## src/rtl/dsa_pixel_fetch_vec_if.sv

```systemverilog
// dsa_pixel_fetch_vec_if
// Request, image-memory and neighbour-output bundle of the pixel fetcher.
interface dsa_pixel_fetch_vec_if #(
  parameter int ADDR_WIDTH = 18,
  parameter int SIMD_WIDTH = 4
);
  logic                    req_valid;
  logic                    req_ready;
  logic [15:0]             base_x;
  logic [15:0]             base_y;
  logic [15:0]             inv_scale_x;
  logic [15:0]             inv_scale_y;
  logic [ADDR_WIDTH-1:0]   img_base_addr;
  logic                    mem_read_en;
  logic [ADDR_WIDTH-1:0]   mem_addr;
  logic [7:0]              mem_data;
  logic                    out_valid;
  logic                    out_ready;
  logic [8*SIMD_WIDTH-1:0] p00;
  logic [8*SIMD_WIDTH-1:0] p01;
  logic [8*SIMD_WIDTH-1:0] p10;
  logic [8*SIMD_WIDTH-1:0] p11;
  logic [8*SIMD_WIDTH-1:0] a;
  logic [8*SIMD_WIDTH-1:0] b;
  logic [SIMD_WIDTH-1:0]   clamped;
  logic                    busy;

  modport slave (
    input  req_valid, base_x, base_y,
    input  inv_scale_x, inv_scale_y,
    input  img_base_addr, mem_data, out_ready,
    output req_ready, mem_read_en, mem_addr,
    output out_valid, p00, p01, p10, p11,
    output a, b, clamped, busy
  );

  modport master (
    output req_valid, base_x, base_y,
    output inv_scale_x, inv_scale_y,
    output img_base_addr, mem_data, out_ready,
    input  req_ready, mem_read_en, mem_addr,
    input  out_valid, p00, p01, p10, p11,
    input  a, b, clamped, busy
  );
endinterface

```

## src/rtl/dsa_pixel_fetch_vec.sv

```systemverilog
// dsa_pixel_fetch_vec
// Vector bilinear neighbour fetcher: coord calc, clamped reads, hold.
module dsa_pixel_fetch_vec #(
  parameter int ADDR_WIDTH  = 18,
  parameter int IMG_WIDTH   = 512,
  parameter int IMG_HEIGHT  = 512,
  parameter int SIMD_WIDTH  = 4,
  parameter int MEM_LATENCY = 1
) (
  input logic clk,
  input logic rst_n,
  dsa_pixel_fetch_vec_if.slave bus
);
  localparam int S  = SIMD_WIDTH;
  localparam int L  = MEM_LATENCY;
  localparam int XW = (IMG_WIDTH > 1) ? $clog2(IMG_WIDTH) : 1;
  localparam int YW = (IMG_HEIGHT > 1) ? $clog2(IMG_HEIGHT) : 1;
  localparam int LW = (S > 1) ? $clog2(S) : 1;
  localparam int RW = $clog2(4 * S + 1);
  localparam logic [24:0] XMAX = 25'(IMG_WIDTH - 1);
  localparam logic [24:0] YMAX = 25'(IMG_HEIGHT - 1);

  typedef enum logic [2:0] {
    IDLE, CALC, FETCH, DRAIN, HOLD
  } state_t;

  state_t state_q, state_d;

  logic [15:0]           bx_q, by_q, sx_q, sy_q;
  logic [ADDR_WIDTH-1:0] ib_q;
  logic [LW-1:0]         cl_q;
  logic [RW-1:0]         rd_q;
  logic [XW-1:0]         x0_q [S];
  logic [XW-1:0]         x1_q [S];
  logic [YW-1:0]         y0_q, y1_q;
  logic [7:0]            la_q [S];
  logic [7:0]            lb_q;
  logic [S-1:0]          lc_q;

  logic                  re_q;
  logic [ADDR_WIDTH-1:0] ad_q;
  logic [LW-1:0]         tl_q;
  logic [1:0]            tn_q;
  logic [L-1:0]          pv_q;
  logic [LW-1:0]         pl_q [L];
  logic [1:0]            pn_q [L];

  logic [8*S-1:0] p00_q, p01_q, p10_q, p11_q;
  logic [8*S-1:0] a_q, b_q;
  logic [S-1:0]   c_q;

  logic [16:0] ex;
  logic [32:0] px, py;
  logic [24:0] ix, iy;
  logic [XW-1:0] cx0, cx1;
  logic [YW-1:0] cy0, cy1;
  logic cc;

  logic [LW-1:0] rl;
  logic [1:0] rn;
  logic fwd;
  logic [XW-1:0] ax;
  logic [YW-1:0] ay;
  logic [ADDR_WIDTH-1:0] addr_d;

  logic ret_v, ret_last;
  logic [LW-1:0] ret_l;
  logic [1:0] ret_n;
  logic idle, hold;

  // Current lane source coordinate, fraction and border clamp.
  always_comb begin
    ex  = {1'b0, bx_q} + 17'(cl_q);
    px  = 33'(ex) * 33'(sx_q);
    py  = 33'(by_q) * 33'(sy_q);
    ix  = px[32:8];
    iy  = py[32:8];
    cx0 = (ix >= XMAX) ? XW'(XMAX) : XW'(ix);
    cx1 = (ix >= XMAX) ? XW'(XMAX) : XW'(ix + 25'd1);
    cy0 = (iy >= YMAX) ? YW'(YMAX) : YW'(iy);
    cy1 = (iy >= YMAX) ? YW'(YMAX) : YW'(iy + 25'd1);
    cc  = (ix >= XMAX) || (iy >= YMAX);
  end

  // Address of the next read; lane 0 is forwarded when S is 1.
  always_comb begin
    rl     = LW'(rd_q >> 2);
    rn     = rd_q[1:0];
    fwd    = (state_q == CALC) && (cl_q == '0);
    ax     = rn[0] ? (fwd ? cx1 : x1_q[rl])
                   : (fwd ? cx0 : x0_q[rl]);
    ay     = rn[1] ? (fwd ? cy1 : y1_q)
                   : (fwd ? cy0 : y0_q);
    addr_d = ib_q + ADDR_WIDTH'(32'(ay) * IMG_WIDTH)
                  + ADDR_WIDTH'(ax);
  end

  // Tag of the byte returning this cycle.
  always_comb begin
    ret_v    = pv_q[L-1];
    ret_l    = pl_q[L-1];
    ret_n    = pn_q[L-1];
    ret_last = ret_v && (ret_l == LW'(S - 1))
                     && (ret_n == 2'd3);
  end

  // State register.
  always_ff @(posedge clk or negedge rst_n) begin
    if (!rst_n) state_q <= IDLE;
    else        state_q <= state_d;
  end

  // Next-state logic.
  always_comb begin
    state_d = state_q;
    unique case (state_q)
      IDLE:  if (bus.req_valid) state_d = CALC;
      CALC:  if (cl_q == LW'(S - 1)) state_d = FETCH;
      FETCH: if (rd_q == RW'(4 * S)) state_d = DRAIN;
      DRAIN: if (ret_last) state_d = HOLD;
      HOLD:  if (bus.out_ready) state_d = IDLE;
      default: state_d = IDLE;
    endcase
  end

  // State-decoded outputs.
  always_comb begin
    idle = (state_q == IDLE);
    hold = (state_q == HOLD);
  end

  // Request latch and per-lane coordinate table.
  always_ff @(posedge clk or negedge rst_n) begin
    if (!rst_n) begin
      bx_q <= '0;
      by_q <= '0;
      sx_q <= '0;
      sy_q <= '0;
      ib_q <= '0;
      cl_q <= '0;
      y0_q <= '0;
      y1_q <= '0;
      lb_q <= '0;
      lc_q <= '0;
      for (int i = 0; i < S; i++) begin
        x0_q[i] <= '0;
        x1_q[i] <= '0;
        la_q[i] <= '0;
      end
    end else if (idle) begin
      cl_q <= '0;
      if (bus.req_valid) begin
        bx_q <= bus.base_x;
        by_q <= bus.base_y;
        sx_q <= bus.inv_scale_x;
        sy_q <= bus.inv_scale_y;
        ib_q <= bus.img_base_addr;
      end
    end else if (state_q == CALC) begin
      x0_q[cl_q] <= cx0;
      x1_q[cl_q] <= cx1;
      la_q[cl_q] <= px[7:0];
      lc_q[cl_q] <= cc;
      y0_q <= cy0;
      y1_q <= cy1;
      lb_q <= py[7:0];
      cl_q <= cl_q + LW'(1);
    end
  end

  // Read issue and return-tag pipeline.
  always_ff @(posedge clk or negedge rst_n) begin
    if (!rst_n) begin
      re_q <= 1'b0;
      ad_q <= '0;
      tl_q <= '0;
      tn_q <= '0;
      rd_q <= '0;
      pv_q <= '0;
      for (int k = 0; k < L; k++) begin
        pl_q[k] <= '0;
        pn_q[k] <= '0;
      end
    end else begin
      re_q <= (state_d == FETCH);
      if (idle) begin
        rd_q <= '0;
      end else if (state_d == FETCH) begin
        ad_q <= addr_d;
        tl_q <= rl;
        tn_q <= rn;
        rd_q <= rd_q + RW'(1);
      end
      pv_q[0] <= re_q;
      pl_q[0] <= tl_q;
      pn_q[0] <= tn_q;
      for (int k = 1; k < L; k++) begin
        pv_q[k] <= pv_q[k-1];
        pl_q[k] <= pl_q[k-1];
        pn_q[k] <= pn_q[k-1];
      end
    end
  end

  // Output capture: bytes on return, weights with the last byte.
  always_ff @(posedge clk or negedge rst_n) begin
    if (!rst_n) begin
      p00_q <= '0;
      p01_q <= '0;
      p10_q <= '0;
      p11_q <= '0;
      a_q   <= '0;
      b_q   <= '0;
      c_q   <= '0;
    end else begin
      if (ret_v) begin
        unique case (1'b1)
          ret_n == 2'd0: p00_q[8*int'(ret_l) +: 8] <= bus.mem_data;
          ret_n == 2'd1: p01_q[8*int'(ret_l) +: 8] <= bus.mem_data;
          ret_n == 2'd2: p10_q[8*int'(ret_l) +: 8] <= bus.mem_data;
          ret_n == 2'd3: p11_q[8*int'(ret_l) +: 8] <= bus.mem_data;
        endcase
      end
      if (state_q == DRAIN && ret_last) begin
        for (int i = 0; i < S; i++) begin
          a_q[8*i +: 8] <= la_q[i];
          b_q[8*i +: 8] <= lb_q;
        end
        c_q <= lc_q;
      end
    end
  end

  assign bus.req_ready   = idle;
  assign bus.busy        = !idle;
  assign bus.out_valid   = hold;
  assign bus.mem_read_en = re_q;
  assign bus.mem_addr    = ad_q;
  assign bus.p00         = p00_q;
  assign bus.p01         = p01_q;
  assign bus.p10         = p10_q;
  assign bus.p11         = p11_q;
  assign bus.a           = a_q;
  assign bus.b           = b_q;
  assign bus.clamped     = c_q;
endmodule

```

## src/flat_wrapper.sv

```systemverilog
// flat-port wrapper written by rule: the top's interface ports become plain ports
module dsa_pixel_fetch_vec_flat 
#(
  parameter int ADDR_WIDTH  = 18,
  parameter int IMG_WIDTH   = 512,
  parameter int IMG_HEIGHT  = 512,
  parameter int SIMD_WIDTH  = 4,
  parameter int MEM_LATENCY = 1
)
  (clk, rst_n, bus_req_valid, bus_base_x, bus_base_y, bus_inv_scale_x, bus_inv_scale_y, bus_img_base_addr, bus_mem_data, bus_out_ready, bus_req_ready, bus_mem_read_en, bus_mem_addr, bus_out_valid, bus_p00, bus_p01, bus_p10, bus_p11, bus_a, bus_b, bus_clamped, bus_busy);
  dsa_pixel_fetch_vec_if #(.ADDR_WIDTH(ADDR_WIDTH), .SIMD_WIDTH(SIMD_WIDTH)) bus_i ();
  input logic clk;
  input logic rst_n;
  input wire logic [$bits(bus_i.req_valid)-1:0] bus_req_valid;
  input wire logic [$bits(bus_i.base_x)-1:0] bus_base_x;
  input wire logic [$bits(bus_i.base_y)-1:0] bus_base_y;
  input wire logic [$bits(bus_i.inv_scale_x)-1:0] bus_inv_scale_x;
  input wire logic [$bits(bus_i.inv_scale_y)-1:0] bus_inv_scale_y;
  input wire logic [$bits(bus_i.img_base_addr)-1:0] bus_img_base_addr;
  input wire logic [$bits(bus_i.mem_data)-1:0] bus_mem_data;
  input wire logic [$bits(bus_i.out_ready)-1:0] bus_out_ready;
  output wire logic [$bits(bus_i.req_ready)-1:0] bus_req_ready;
  output wire logic [$bits(bus_i.mem_read_en)-1:0] bus_mem_read_en;
  output wire logic [$bits(bus_i.mem_addr)-1:0] bus_mem_addr;
  output wire logic [$bits(bus_i.out_valid)-1:0] bus_out_valid;
  output wire logic [$bits(bus_i.p00)-1:0] bus_p00;
  output wire logic [$bits(bus_i.p01)-1:0] bus_p01;
  output wire logic [$bits(bus_i.p10)-1:0] bus_p10;
  output wire logic [$bits(bus_i.p11)-1:0] bus_p11;
  output wire logic [$bits(bus_i.a)-1:0] bus_a;
  output wire logic [$bits(bus_i.b)-1:0] bus_b;
  output wire logic [$bits(bus_i.clamped)-1:0] bus_clamped;
  output wire logic [$bits(bus_i.busy)-1:0] bus_busy;
  assign bus_i.req_valid = bus_req_valid;
  assign bus_i.base_x = bus_base_x;
  assign bus_i.base_y = bus_base_y;
  assign bus_i.inv_scale_x = bus_inv_scale_x;
  assign bus_i.inv_scale_y = bus_inv_scale_y;
  assign bus_i.img_base_addr = bus_img_base_addr;
  assign bus_i.mem_data = bus_mem_data;
  assign bus_i.out_ready = bus_out_ready;
  assign bus_req_ready = bus_i.req_ready;
  assign bus_mem_read_en = bus_i.mem_read_en;
  assign bus_mem_addr = bus_i.mem_addr;
  assign bus_out_valid = bus_i.out_valid;
  assign bus_p00 = bus_i.p00;
  assign bus_p01 = bus_i.p01;
  assign bus_p10 = bus_i.p10;
  assign bus_p11 = bus_i.p11;
  assign bus_a = bus_i.a;
  assign bus_b = bus_i.b;
  assign bus_clamped = bus_i.clamped;
  assign bus_busy = bus_i.busy;
  dsa_pixel_fetch_vec #(.ADDR_WIDTH(ADDR_WIDTH), .IMG_WIDTH(IMG_WIDTH), .IMG_HEIGHT(IMG_HEIGHT), .SIMD_WIDTH(SIMD_WIDTH), .MEM_LATENCY(MEM_LATENCY)) u_core (.clk(clk), .rst_n(rst_n), .bus(bus_i));
endmodule
```

## config.mk

```make
export PLATFORM = sky130hd
export DESIGN_NAME = dsa_pixel_fetch_vec_flat
export DESIGN_NICKNAME = d
export VERILOG_FILES = /design/src/rtl/dsa_pixel_fetch_vec_if.sv /design/src/rtl/dsa_pixel_fetch_vec.sv /design/src/flat_wrapper.sv
export SDC_FILE = /design/constraint.sdc
export NUM_CORES = 2
export LEC_CHECK = 0
export CORE_MARGIN = 2
export CORE_UTILIZATION = 35
export CTS_CLUSTER_SIZE = 20
export DETAILED_ROUTE_END_ITERATION = 8
export GPL_ROUTABILITY_DRIVEN = 0
export PLACE_DENSITY = 0.57
export SLEW_MARGIN = 10
export SYNTH_ARGS = -nofsm -noshare
export SYNTH_HDL_FRONTEND = slang
export SYNTH_SLANG_ARGS = --single-unit
```

## constraint.sdc

```tcl
create_clock -name clk -period 14.6 [get_ports clk]
set_clock_uncertainty 0.1 [all_clocks]
set_input_delay 1.46 -clock clk [delete_from_list [all_inputs] [get_ports clk]]
set_output_delay 1.46 -clock clk [all_outputs]
set_load 0.01 [all_outputs]
```

==> tab_implementation.tex <==
\begin{tabular}{lr}
\hline
Metric & Value \\
\hline
\multicolumn{2}{l}{\textbf{Detailed routing}} \\
Uppermost signal routing layer after detailed routing & met5 \\
Met3 wire len & about 4800 um \\
Count of unresolved DRC violations after routing & 0 \\
Initial DRT Pass Iterations & 5 \\
Total wire length & approximately 97000 um \\
Total met2 wirelength after detailed routing & 45500 um \\
Via density per instance & $\sim$5 \\
Number of vias after detailed routing & approximately 27000 \\
Number of antenna-violating nets in the routed design & 0 \\
Violation count after the first detailed-route iteration & 1525 \\
Met1 routed wirelength after detailed routing & around 45000 um \\
DR WL/cell & 18.1 um \\
\multicolumn{2}{l}{\textbf{Global routing}} \\
Global-route usage over all layers & approximately 18\% \\
Number of global-route vias before repair & around 28000 \\
Maximum number of pins on one net before global-route repair & between 80 and 90 \\
Initial antenna violation count & 3 \\
Global-route wire length before repair & roughly 160000 um \\
Grt total ovfl & 0 \\
\multicolumn{2}{l}{\textbf{STA}} \\
Final count of negative-setup-slack endpoints & 0 \\
Setup repair after global routing missed its margin & no \\
Share of the clock period used by the worst path after layout & about 81\% \\
Final number of max-transition violations & 0 \\
Minimum clock period & between 10 and 15 ns \\
Accumulated negative setup slack & 0 ns \\
Worst slew margin relative to its limit & between 20\% and 30\% \\
Slew at the pin with the worst max-slew slack & between 1 and 1.5 ns \\
Max Clock Freq & 0.0841 GHz \\
Total count of hold-check failures in the final report & 0 \\
Worst slack on hold paths & roughly 0.28 ns \\
\multicolumn{2}{l}{\textbf{Setup path}} \\
Path depth of the worst reg2reg path & 41 \\
WP data required & approximately 15 ns \\
Worst r2r dst & u\_core.bus.mem\_addr[17]\$\_DFFE\_PN0P\_ \\
Kind of capture point of the worst setup path & flip-flop \\
Critical path data arrival time & 12.35 ns \\
Critical path startpoint & u\_core.cl\_q[0]\$\_DFFE\_PN0P\_ \\
Reg-to-reg startpoint & u\_core.cl\_q[0]\$\_DFFE\_PN0P\_ \\
Reg2reg setup slack & 2.70 ns \\
Master of the slowest instance on the critical path & sky130\_fd\_sc\_hd\_\_fa\_1 \\
Top fanout value on the critical path & 12 \\
Critical path launch point type & flip-flop \\
Category of the critical setup timing path & reg2reg \\
End point of the critical path & u\_core.bus.mem\_addr[17]\$\_DFFE\_PN0P\_ \\
Max incr delay on CP & 0.58 ns \\
CP dominant cell by count & sky130\_fd\_sc\_hd\_\_fa\_1 \\
\multicolumn{2}{l}{\textbf{Placement}} \\
DP Wirelength & around 73000 um \\
Count of input and output buffers & about 310 \\
\multicolumn{2}{l}{\textbf{Clocking}} \\
Maximum level of the CTS H-tree & 2 \\
Clock transition time at the flip-flop clock pins of the worst setup and hold paths & about 0.06 ns \\
Post-cts hold buffer count & 0 \\
Number of buffers created by CTS & 52 \\
Number of setup buffers added after CTS & 0 \\
Clk buf depth & 3 \\
TritonCTS clock tree & built \\
Clock tree root driver cell & sky130\_fd\_sc\_hd\_\_clkbuf\_16 \\
Post\_cts resized & 0 \\
TritonCTS Sinks & between 400 and 500 \\
Worst-skew pair later-pin latency & 0.64 ns \\
\multicolumn{2}{l}{\textbf{Floorplanning}} \\
Die boundary height & approximately 330 um \\
Die Area & roughly 0.11 mm\^{}2 \\
Area inside the core boundary & 0.103 mm\^{}2 \\
Overall die width & roughly 330 um \\
Num ports & between 300 and 400 \\
Initial core utilization & 35.2\% \\
Floorplan row count & 118 \\
\multicolumn{2}{l}{\textbf{Finish}} \\
Register cell area after layout & between 0.01 and 0.015 mm\^{}2 \\
Area added between synthesis and finish & 16.8\% \\
Filler Cells Inserted & a little over 10000 \\
Final Net Count & 4695 \\
Share of cells above drive strength 1 & 7.51\% \\
Area of the multi-input gates & roughly 0.023 mm\^{}2 \\
\multicolumn{2}{l}{\textbf{Yosys}} \\
Number of enable flip-flop cells after synthesis & 0 \\
Cell count after synthesis & about 3800 \\
Netlist cell types & 83 \\
Top FF cell, synth & sky130\_fd\_sc\_hd\_\_dfrtp\_1 \\
Netlist area before placement & $\sim$0.036 mm\^{}2 \\
Post-synthesis area per instance & between 9 and 10 um\^{}2 \\
Warning count from the yosys run & 0 \\
Portion of the post-synthesis area used by sequential elements & $\sim$29\% \\
Register bit count reported by yosys & approximately 430 \\
Syn Nets & about 4500 \\
Fraction of registers with async set or reset after synthesis & between 90\% and 100\% \\
\multicolumn{2}{l}{\textbf{Job}} \\
Total of max-cap violations & 0 \\
\multicolumn{2}{l}{\textbf{Hold path}} \\
Class of the tightest hold or removal check & reg2reg \\
\multicolumn{2}{l}{\textbf{Status}} \\
Result of the run & finished, final reports clean \\
\hline
\end{tabular}
placed cells by master, fill, tap and decap left out, types with 17 or more instances in the layout:
cell type,synthesis,routed
sky130_fd_sc_hd__nor2_1,139,138
sky130_fd_sc_hd__clkdlybuf4s50_1,0,310
sky130_fd_sc_hd__ha_1,241,241
sky130_fd_sc_hd__xnor2_1,45,42
sky130_fd_sc_hd__and2_1,230,229
sky130_fd_sc_hd__nor2b_1,17,17
sky130_fd_sc_hd__fa_1,404,404
sky130_fd_sc_hd__a21oi_1,82,82
sky130_fd_sc_hd__dfrtp_1,426,426
sky130_fd_sc_hd__a31oi_1,74,74
sky130_fd_sc_hd__a32o_1,33,33
sky130_fd_sc_hd__nand2_1,643,643
sky130_fd_sc_hd__o21ai_0,207,207
sky130_fd_sc_hd__inv_1,464,464
sky130_fd_sc_hd__buf_4,26,38
sky130_fd_sc_hd__nand3_1,41,41
sky130_fd_sc_hd__nor3_1,28,28
sky130_fd_sc_hd__a21o_1,27,27
sky130_fd_sc_hd__mux2_2,124,124
sky130_fd_sc_hd__xor2_1,37,36
sky130_fd_sc_hd__nand2b_1,20,19
sky130_fd_sc_hd__clkbuf_16,0,52
sky130_fd_sc_hd__mux4_2,18,18
sky130_fd_sc_hd__and3_1,25,24
synth_stat cells, types with 45 or more instances:
| cell type | instances | area share [%] |
|---|---|---|
| sky130_fd_sc_hd__a21oi_1 | 82 | 1.1 |
| sky130_fd_sc_hd__a31oi_1 | 74 | 1.3 |
| sky130_fd_sc_hd__o21ai_0 | 207 | 2.9 |
| sky130_fd_sc_hd__dfrtp_1 | 426 | 29 |
| sky130_fd_sc_hd__nand2_1 | 643 | 6.6 |
| sky130_fd_sc_hd__xnor2_1 | 45 | 1.1 |
| sky130_fd_sc_hd__nor2_1 | 139 | 1.4 |
| sky130_fd_sc_hd__and2_1 | 230 | 4.0 |
| sky130_fd_sc_hd__mux2_2 | 124 | 3.8 |
| sky130_fd_sc_hd__fa_1 | 404 | 22 |
| sky130_fd_sc_hd__clkbuf_1 | 169 | 1.7 |
| sky130_fd_sc_hd__inv_1 | 464 | 4.8 |
| sky130_fd_sc_hd__ha_1 | 241 | 8.3 |
worst max-delay path: cells and delay by family (launching register included):
family	cells	cell delay, ns
AO/OA/AOI/OAI	13	3.25
XOR/XNOR	3	0.65
adder cells (fa/ha/maj)	10	4.48
buffers and inverters	5	0.49
flip-flops	1	0.41
AND/OR/NAND/NOR	10	2.43
flip-flops by register name, summed over array words and instances (netlist names), 5 cells and up:
signal               cells
u_core.y0_q              9
u_core.la_q             32
u_core.y1_q              9
u_core.bus.p01          32
u_core.lb_q              8
u_core.bus.mem_addr     18
u_core.bus.p11          32
u_core.sx_q             16
u_core.x1_q             36
u_core.bus.b             8
u_core.bus.p00          32
u_core.ib_q             18
u_core.bx_q             16
u_core.sy_q             16
u_core.bus.a            32
u_core.by_q             16
u_core.bus.p10          32
u_core.x0_q             36
u_core.rd_q              5
logic make-up after synthesis:
| family | after synthesis | synth area share (%) |
|---|---|---|
| buffers and inverters | 682 | 7.46 |
| adder cells (fa/ha/maj) | 645 | 30.5 |
| AND/OR/NAND/NOR | 1218 | 15.6 |
| AO/OA/AOI/OAI | 559 | 9.67 |
| XOR/XNOR | 83 | 2.02 |
| multiplexers | 156 | 5.34 |
| flip-flops | 426 | 29.3 |
worst min-delay path by stage:
stage / startpoint / endpoint / slack, ns / cells after the start
2_1_floorplan: u_core.tl_q[0]$_DFFE_PN0P_ / u_core.pl_q[0]$_DFF_PN0_ / 0.25 / 0
3_3_place_gp: u_core.tn_q[1]$_DFFE_PN0P_ / u_core.pn_q[1]$_DFF_PN0_ / 0.26 / 0
3_5_place_dp: u_core.tn_q[1]$_DFFE_PN0P_ / u_core.pn_q[1]$_DFF_PN0_ / 0.27 / 0
4_1_cts: u_core.tn_q[1]$_DFFE_PN0P_ / u_core.pn_q[1]$_DFF_PN0_ / 0.28 / 0
5_1_grt: u_core.tn_q[1]$_DFFE_PN0P_ / u_core.pn_q[1]$_DFF_PN0_ / 0.30 / 0
6_report: u_core.tn_q[1]$_DFFE_PN0P_ / u_core.pn_q[1]$_DFF_PN0_ / 0.28 / 0
through the flow:
stage	cell area, um^2	utilization (%)	instances	setup WS [ns]
3_5_place_dp	40600	39.3	5282	2.69
6_report	42400	41.1	5376	2.70
2_1_floorplan	36300	-	3769	3.79
5_1_grt	42400	41.1	5375	1.79
4_1_cts	42400	41.1	5375	2.69
3_3_place_gp	40600	39.3	5282	2.93
metal layers:
metal / vias up / GRT usage [%]
met2: 697 / 30.3
met1: 13463 / 25.7
li1: 12628 / -
met3: 102 / 2.68
met4: 4 / 3.53
met5: - / 0
area by class of cell:
| type | count | area share [%] |
|---|---|---|
| clock buffers | 71 | 3.52 |
| repair buffers | 349 | 8.02 |
| inverters | 466 | 4.12 |
| clock inverters | 22 | 0.882 |
| multi-input cells | 2661 | 54.3 |
| diodes | 1 | 0.00590 |
| well taps | 1380 | 4.07 |
| flip-flops and latches | 426 | 25.1 |
Power is not shown: default switching activity piles up to over one toggle a cycle in this logic, so the estimate is an artifact.
